$ cat src/rtl/fir_transposed_param.sv
// Transposed-form FIR with TAPS signed taps, a run-time writable coefficient bank and valid strobes.
// Define FIR_SAT_EN to saturate the accumulator into y; otherwise y is the two's-complement wrap of acc.
module fir_transposed_param #(
   parameter int DATA_W = 8,
   parameter int COEF_W = 8,
   parameter int TAPS   = 3,
   parameter int OUT_W  = 16,
   parameter int ACC_W  = DATA_W + COEF_W + $clog2(TAPS)
) (
   input  logic                     clk,
   input  logic                     rst,
   input  logic                     clr,
   input  logic                     coef_we,
   input  logic [$clog2(TAPS)-1:0]  coef_addr,
   input  logic [COEF_W-1:0]        coef_wdata,
   input  logic                     in_valid,
   input  logic [DATA_W-1:0]        x,
   output logic                     out_valid,
   output logic [OUT_W-1:0]         y
);

   localparam int AW = $clog2(TAPS);

   // Strobe semantics: there is no ready. A sample is taken on every posedge with
   // in_valid=1 (unless rst/clr), and y is valid for exactly the one cycle out_valid=1.

   logic signed [COEF_W-1:0] coef_q [TAPS];
   logic signed [COEF_W-1:0] coef_d [TAPS];
   logic signed [ACC_W-1:0]  d_q [TAPS-1];
   logic signed [ACC_W-1:0]  d_d [TAPS-1];
   logic signed [ACC_W-1:0]  x_ext;
   logic signed [ACC_W-1:0]  c_ext [TAPS];
   logic signed [ACC_W-1:0]  prod [TAPS];
   logic [OUT_W-1:0]         y_q, y_d, y_red;
   logic                     out_valid_q, out_valid_d;

   always_comb begin
      x_ext = {{(ACC_W-DATA_W){x[DATA_W-1]}}, x};
      for (int k = 0; k < TAPS; k++) begin
         c_ext[k] = {{(ACC_W-COEF_W){coef_q[k][COEF_W-1]}}, coef_q[k]};
         prod[k]  = x_ext * c_ext[k];
      end
   end

`ifdef FIR_SAT_EN
   logic signed [ACC_W-1:0] acc;

   // acc fits in OUT_W exactly when all bits from the OUT_W sign position upward agree.
   always_comb begin
      acc = prod[0] + d_q[0];
      if ((&acc[ACC_W-1:OUT_W-1]) || (~|acc[ACC_W-1:OUT_W-1])) begin
         y_red = acc[OUT_W-1:0];
      end else if (acc[ACC_W-1]) begin
         y_red = {1'b1, {(OUT_W-1){1'b0}}};
      end else begin
         y_red = {1'b0, {(OUT_W-1){1'b1}}};
      end
   end
`else
   always_comb begin
      y_red = OUT_W'(prod[0] + d_q[0]);
   end
`endif

   always_comb begin
      coef_d      = coef_q;
      d_d         = d_q;
      y_d         = y_q;
      out_valid_d = 1'b0;
      // Products above use coef_q, so a write only affects samples from the next cycle on.
      for (int k = 0; k < TAPS; k++) begin
         if (coef_we && (coef_addr == AW'(k))) begin
            coef_d[k] = coef_wdata;
         end
      end
      if (clr) begin
         for (int k = 0; k < TAPS-1; k++) begin
            d_d[k] = '0;
         end
      end else if (in_valid) begin
         for (int k = 0; k < TAPS-2; k++) begin
            d_d[k] = d_q[k+1] + prod[k+1];
         end
         d_d[TAPS-2] = prod[TAPS-1];
         y_d         = y_red;
         out_valid_d = 1'b1;
      end
   end

   always_ff @(posedge clk) begin
      if (rst) begin
         for (int k = 0; k < TAPS; k++) begin
            coef_q[k] <= '0;
         end
         for (int k = 0; k < TAPS-1; k++) begin
            d_q[k] <= '0;
         end
         y_q         <= '0;
         out_valid_q <= 1'b0;
      end else begin
         coef_q      <= coef_d;
         d_q         <= d_d;
         y_q         <= y_d;
         out_valid_q <= out_valid_d;
      end
   end

   assign y         = y_q;
   assign out_valid = out_valid_q;

endmodule

$ cat config.mk
export PLATFORM = sky130hd
export DESIGN_NAME = fir_transposed_param
export DESIGN_NICKNAME = d
export VERILOG_FILES = /design/src/rtl/fir_transposed_param.sv
export SDC_FILE = /design/constraint.sdc
export NUM_CORES = 1
export LEC_CHECK = 0
export ABC_AREA = 1
export BUFFER_PORTS_ARGS = -buffer_cell sky130_fd_sc_hd__buf_2
export CELL_PAD_IN_SITES_DETAIL_PLACEMENT = 1
export CELL_PAD_IN_SITES_GLOBAL_PLACEMENT = 1
export CORE_MARGIN = 1.5
export CORE_UTILIZATION = 47
export CTS_BUF_LIST = sky130_fd_sc_hd__clkbuf_8 sky130_fd_sc_hd__clkbuf_16
export DETAILED_ROUTE_END_ITERATION = 12
export PLACE_DENSITY_LB_ADDON = 0.1
export SETUP_SLACK_MARGIN = 0.4
export SLEW_MARGIN = 20
export SYNTH_ARGS = -nofsm -noshare
export SYNTH_HDL_FRONTEND = slang
export SYNTH_SLANG_ARGS = --single-unit
$ cat constraint.sdc
create_clock -name clk -period 10 [get_ports clk]
set_input_delay 1.5 -clock clk [delete_from_list [all_inputs] [get_ports clk]]
set_output_delay 1.5 -clock clk [all_outputs]
set_load 0.03 [all_outputs]
Word-level counts from Yosys, hierarchy flattened
Index checks and enable logic that the tools add are counted.

Flip-flop bits (word level): 73. Bits of input ports: 23. Output and inout port bits: 17. Word-level logic and storage cells: 22.

Add/sub/neg operators: 2. Multipliers: 3. Equal/unequal tests: 2. Muxes and demuxes: 1. Bitwise gates (word level): 1. Reductions and logical operators: 6.

Operators by type and width (number): 8-bit by 8-bit multiplier with 16-bit output (3); 16-bit adder (2); 1-bit logical AND (3); 2-bit by 1-bit == test with 1-bit output, second input constant (1); 2-bit == test, second input constant (1); 2-bit zero test (1); 2-bit AND reduction (1); 2-bit OR reduction (1); 1-bit two-way mux (1); 1-bit NOT (1).

Logic depth before layout (Yosys ltp)
Word-level depth: 2. Gate-level depth with buffers: 24. Mapped depth without buffers: 23.

Worst setup path before layout
No wires, ideal clock.

Path kind: in2reg. From: in x[7]. To: reg y_q[14] (netlist: y[14]). Library setup time: 0.109 ns. Data arrival time: 5.630 ns. Required time: 9.891 ns. Path slack: 4.261 ns. Cell stages on the path: 19. Path buffers: 1. Cells stage by stage: clkbuf_1 > nand2_1 > inv_1 > fa_1 > fa_1 > inv_1 > fa_1 > fa_1 > inv_1 > fa_1 > ha_1 > a21oi_1 > nor2_1 > o21ai_0 > nand3_1 > nand2_1 > nand3_1 > nand2_1 > inv_1.

Word-level cells in the longest chain between the ends: 2.

Ends and longest elaborated chain: start, declared (RTL line 17) `input logic [DATA_W-1:0] x,`; 8-bit by 8-bit multiplier with 16-bit output (RTL line 41) `prod[k] = x_ext * c_ext[k];`; 16-bit adder (RTL line 61) `y_red = OUT_W'(prod[0] + d_q[0]);`; end signal, assigned (RTL line 103) `y_q <= y_d;`; end, declared (RTL line 34) `logic [OUT_W-1:0] y_q, y_d, y_red;`.

No other way between the ends. A chain may end at the register's enable or synchronous reset.

Worst setup path in the final report
Same ends and word-level chain as after synthesis.

==> flow_summary.toml <==
[synth]
syn_area_sq_mm = 0.01156
ys_types = 39
yosysWarnings = 0
ys_seq_elements = 73
syn-num-nets = 1836
avgSynthCellArea_sq_um = 7.641
synth_cells = 1513
synth-seq-area-share_pct = 12.64

[global_routing]
grt_first_pass_wirelength_microns = 50510
grt-ovfl-total = 0
grt_pass1_vias = 10060
grt_max_degree = 36
antenna_found_initial = 0
groute.usage.overall_pct = 24.85

[cells_and_area]
diodes = 0
drive_gt1_share_pct = 6.007
nNetsFinal = 1833
fillers = 3110
final_cell_mix = "425 x inv_1, 306 x nand2_1, 197 x fa_1, 111 x nor2_1, 103 x ha_1"
finalNonFillerCells = 1839
syn2layout_area_growth_pct = 5.963
fin_area_sq_mm = 0.01225
final_common_cell = "inv_1"

[route]
drc = 0
wl_per_cell_microns = 15.72
via_per_inst = 4.971
vias = 9142
first_pass_iters = 4
drtIter0Drc = 417
wl_microns = 28910
ant_nets = 0

[setup_path]
cp-end-kind = "register"
startpoint_type = "input pin"
max_stage_delay_ps = 520
worstPathBufferInverterCount = 5
cp_cell_sequence = "buf_2 > nand2_1 > inv_1 > fa_1 > fa_1 > inv_1 > fa_1 > fa_1 > inv_1 > fa_1 > ha_1 > a21oi_1 > nor2_1 > o21ai_0 > nand3_1 > nand2_1 > nand3_1 > nand2_1 > inv_1"
crit_top_cell = "fa_1"
critPathMaxFanout = 24
required_ps = 10260
crit_arrival_ps = 6200
crit_family = "adder cells"
critical_path_class = "input pin to register"
cp_slowest_cell = "fa_1"

[sta]
rsz0062_at_grt = "false"
finalHoldViolCount = 0
fmax_ghz = 0.1684
slew_headroom_pct = 34.67
hold_slack_ps = 491.5
period_needed_ps = 5940
setup-violations-final = 0
finalSetupTns_ps = 0
fin_crit_sh_pct = 59.40
slew_viol_final = 0
fin_worst_skew_ps = 5.201
worst_pin_slew_ps = 978.9

[power]
peakVddDrop_v = 0.00006776
power.leakage_nw = 7.393
powerDensity_mw_per_mm2 = 105.2

[clock_tree]
cts_resized = 0
cts_root_buffer = "clkbuf_16"
clkLatencyLatePin_ps = 360
clk_pin_slew_ps = 70
cts-buffers-inserted = 9
cts_tree = "built"
clockBufferDepth = 2
holdBufCountCts = 0
clkSinkCount = 73
postCtsSetupBuffers = 0
htreeDepth = 3

[floorplan]
die-area_sq_mm = 0.02555
ios = 40
dieHeight_microns = 159.8
rows = 57
die_w_microns = 159.8
start_util_pct = 47.68
coreArea_sq_mm = 0.02425

[worst_hold_path]
hold_path_class = "register to register"

[job]
maxCapViolations = 0

[placement]
portBuffers = 39
place_area_sq_mm = 0.01193
gp_congestion = 0.8208
placedCellCount = 1823
hpwl_microns = 23020

[run_status]
status = "complete, no violations"
[worst reg2reg max path: cells and delay by family, from the launching register on]
| kind | cells | cell delay, ps |
|---|---|---|
| adder cells (fa/ha/maj) | 6 | 2790 |
| flip-flops | 1 | 560 |
| AO/OA/AOI/OAI | 2 | 480 |
| AND/OR/NAND/NOR | 6 | 520 |
| buffers and inverters | 4 | 490 |
[routing by layer]
metal | vias up | track usage (%) | routed length (microns)
li1 | 4374 | - | -
met1 | 4634 | 35.20 | 14000
met2 | 104 | 41.74 | 13840
met3 | 30 | 2.338 | 740
met4 | 0 | 4.928 | 340
met5 | - | 0 | 0
[cell usage after synthesis, drive strengths merged]
master	n	area (sq um)
nor3	5	41.29
buf	10	58.81
clkinv	1	3.750
ha	103	1289
nand3b	6	45.04
a31o	1	8.760
o21ai	75	382.9
fa	197	3944
a21o	1	7.510
nand3	44	240.2
dfxtp	73	1461
nor2	115	451.7
or2	5	31.28
inv	430	1614
o211ai	5	37.54
o21bai	3	22.52
clkbuf	43	171.4
a21oi	50	280.3
a31oi	4	25.02
xor2	15	131.4
nand2b	2	12.51
xnor2	11	96.34
nand4	2	18.77
nand2	312	1186
[state kept, by name (all words and copies together) (netlist names)]
| signal | count |
|---|---|
| out_valid | 1 |
| y | 16 |
| d_q | 32 |
| c_ext | 24 |
[worst paths after layout]
kind	start	end	slack, ps	cells after the start
min reg2reg	d_q[18]$_SDFFE_PP0P_	d_q[18]$_SDFFE_PP0P_	490	2
max reg2reg	c_ext[36]$_SDFFE_PP0P_	y[14]$_SDFFE_PP0P_	5070	18
min	d_q[18]$_SDFFE_PP0P_	d_q[18]$_SDFFE_PP0P_	490	2
max	x[7]	y[14]$_SDFFE_PP0P_	4060	19
[through the flow]
stage	power, W	setup WS [ps]	util, %
final	0.001288	4060	50.52
after global routing	0.001401	3693	50.52
after floorplan	0.0007690	4261	-
after global placement	0.0009010	3823	49.21
after detailed placement	0.0009255	3726	49.21
after CTS	0.001305	4087	50.52
[cell families after synthesis]
| family | count (synthesis) | share of synthesized area (%) |
|---|---|---|
| adder cells (fa/ha/maj) | 300 | 45.26 |
| AO/OA/AOI/OAI | 139 | 6.613 |
| buffers and inverters | 484 | 15.98 |
| XOR/XNOR | 26 | 1.970 |
| flip-flops | 73 | 12.64 |
| AND/OR/NAND/NOR | 491 | 17.53 |
[layout make-up]
class | instances | area (sq um) | share of cell area, %
Multi-Input combinational cell | 956 | 8252 | 67.36
Inverter | 431 | 1618 | 13.21
Sequential cell | 73 | 1461 | 11.93
Tap cell | 324 | 405.4 | 3.309
Clock buffer | 9 | 225.2 | 1.838
Timing Repair Buffer | 39 | 195.2 | 1.593
Clock inverter | 7 | 93.84 | 0.7660
[where the power goes]
group,switching [W],total [W],internal (W)
Clock,0.000156,0.000375,0.000219
Combinational,0.000368,0.000580,0.000212
Sequential,0.0000244,0.000334,0.000309
Note: power is estimated with default switching activity, not from simulation.
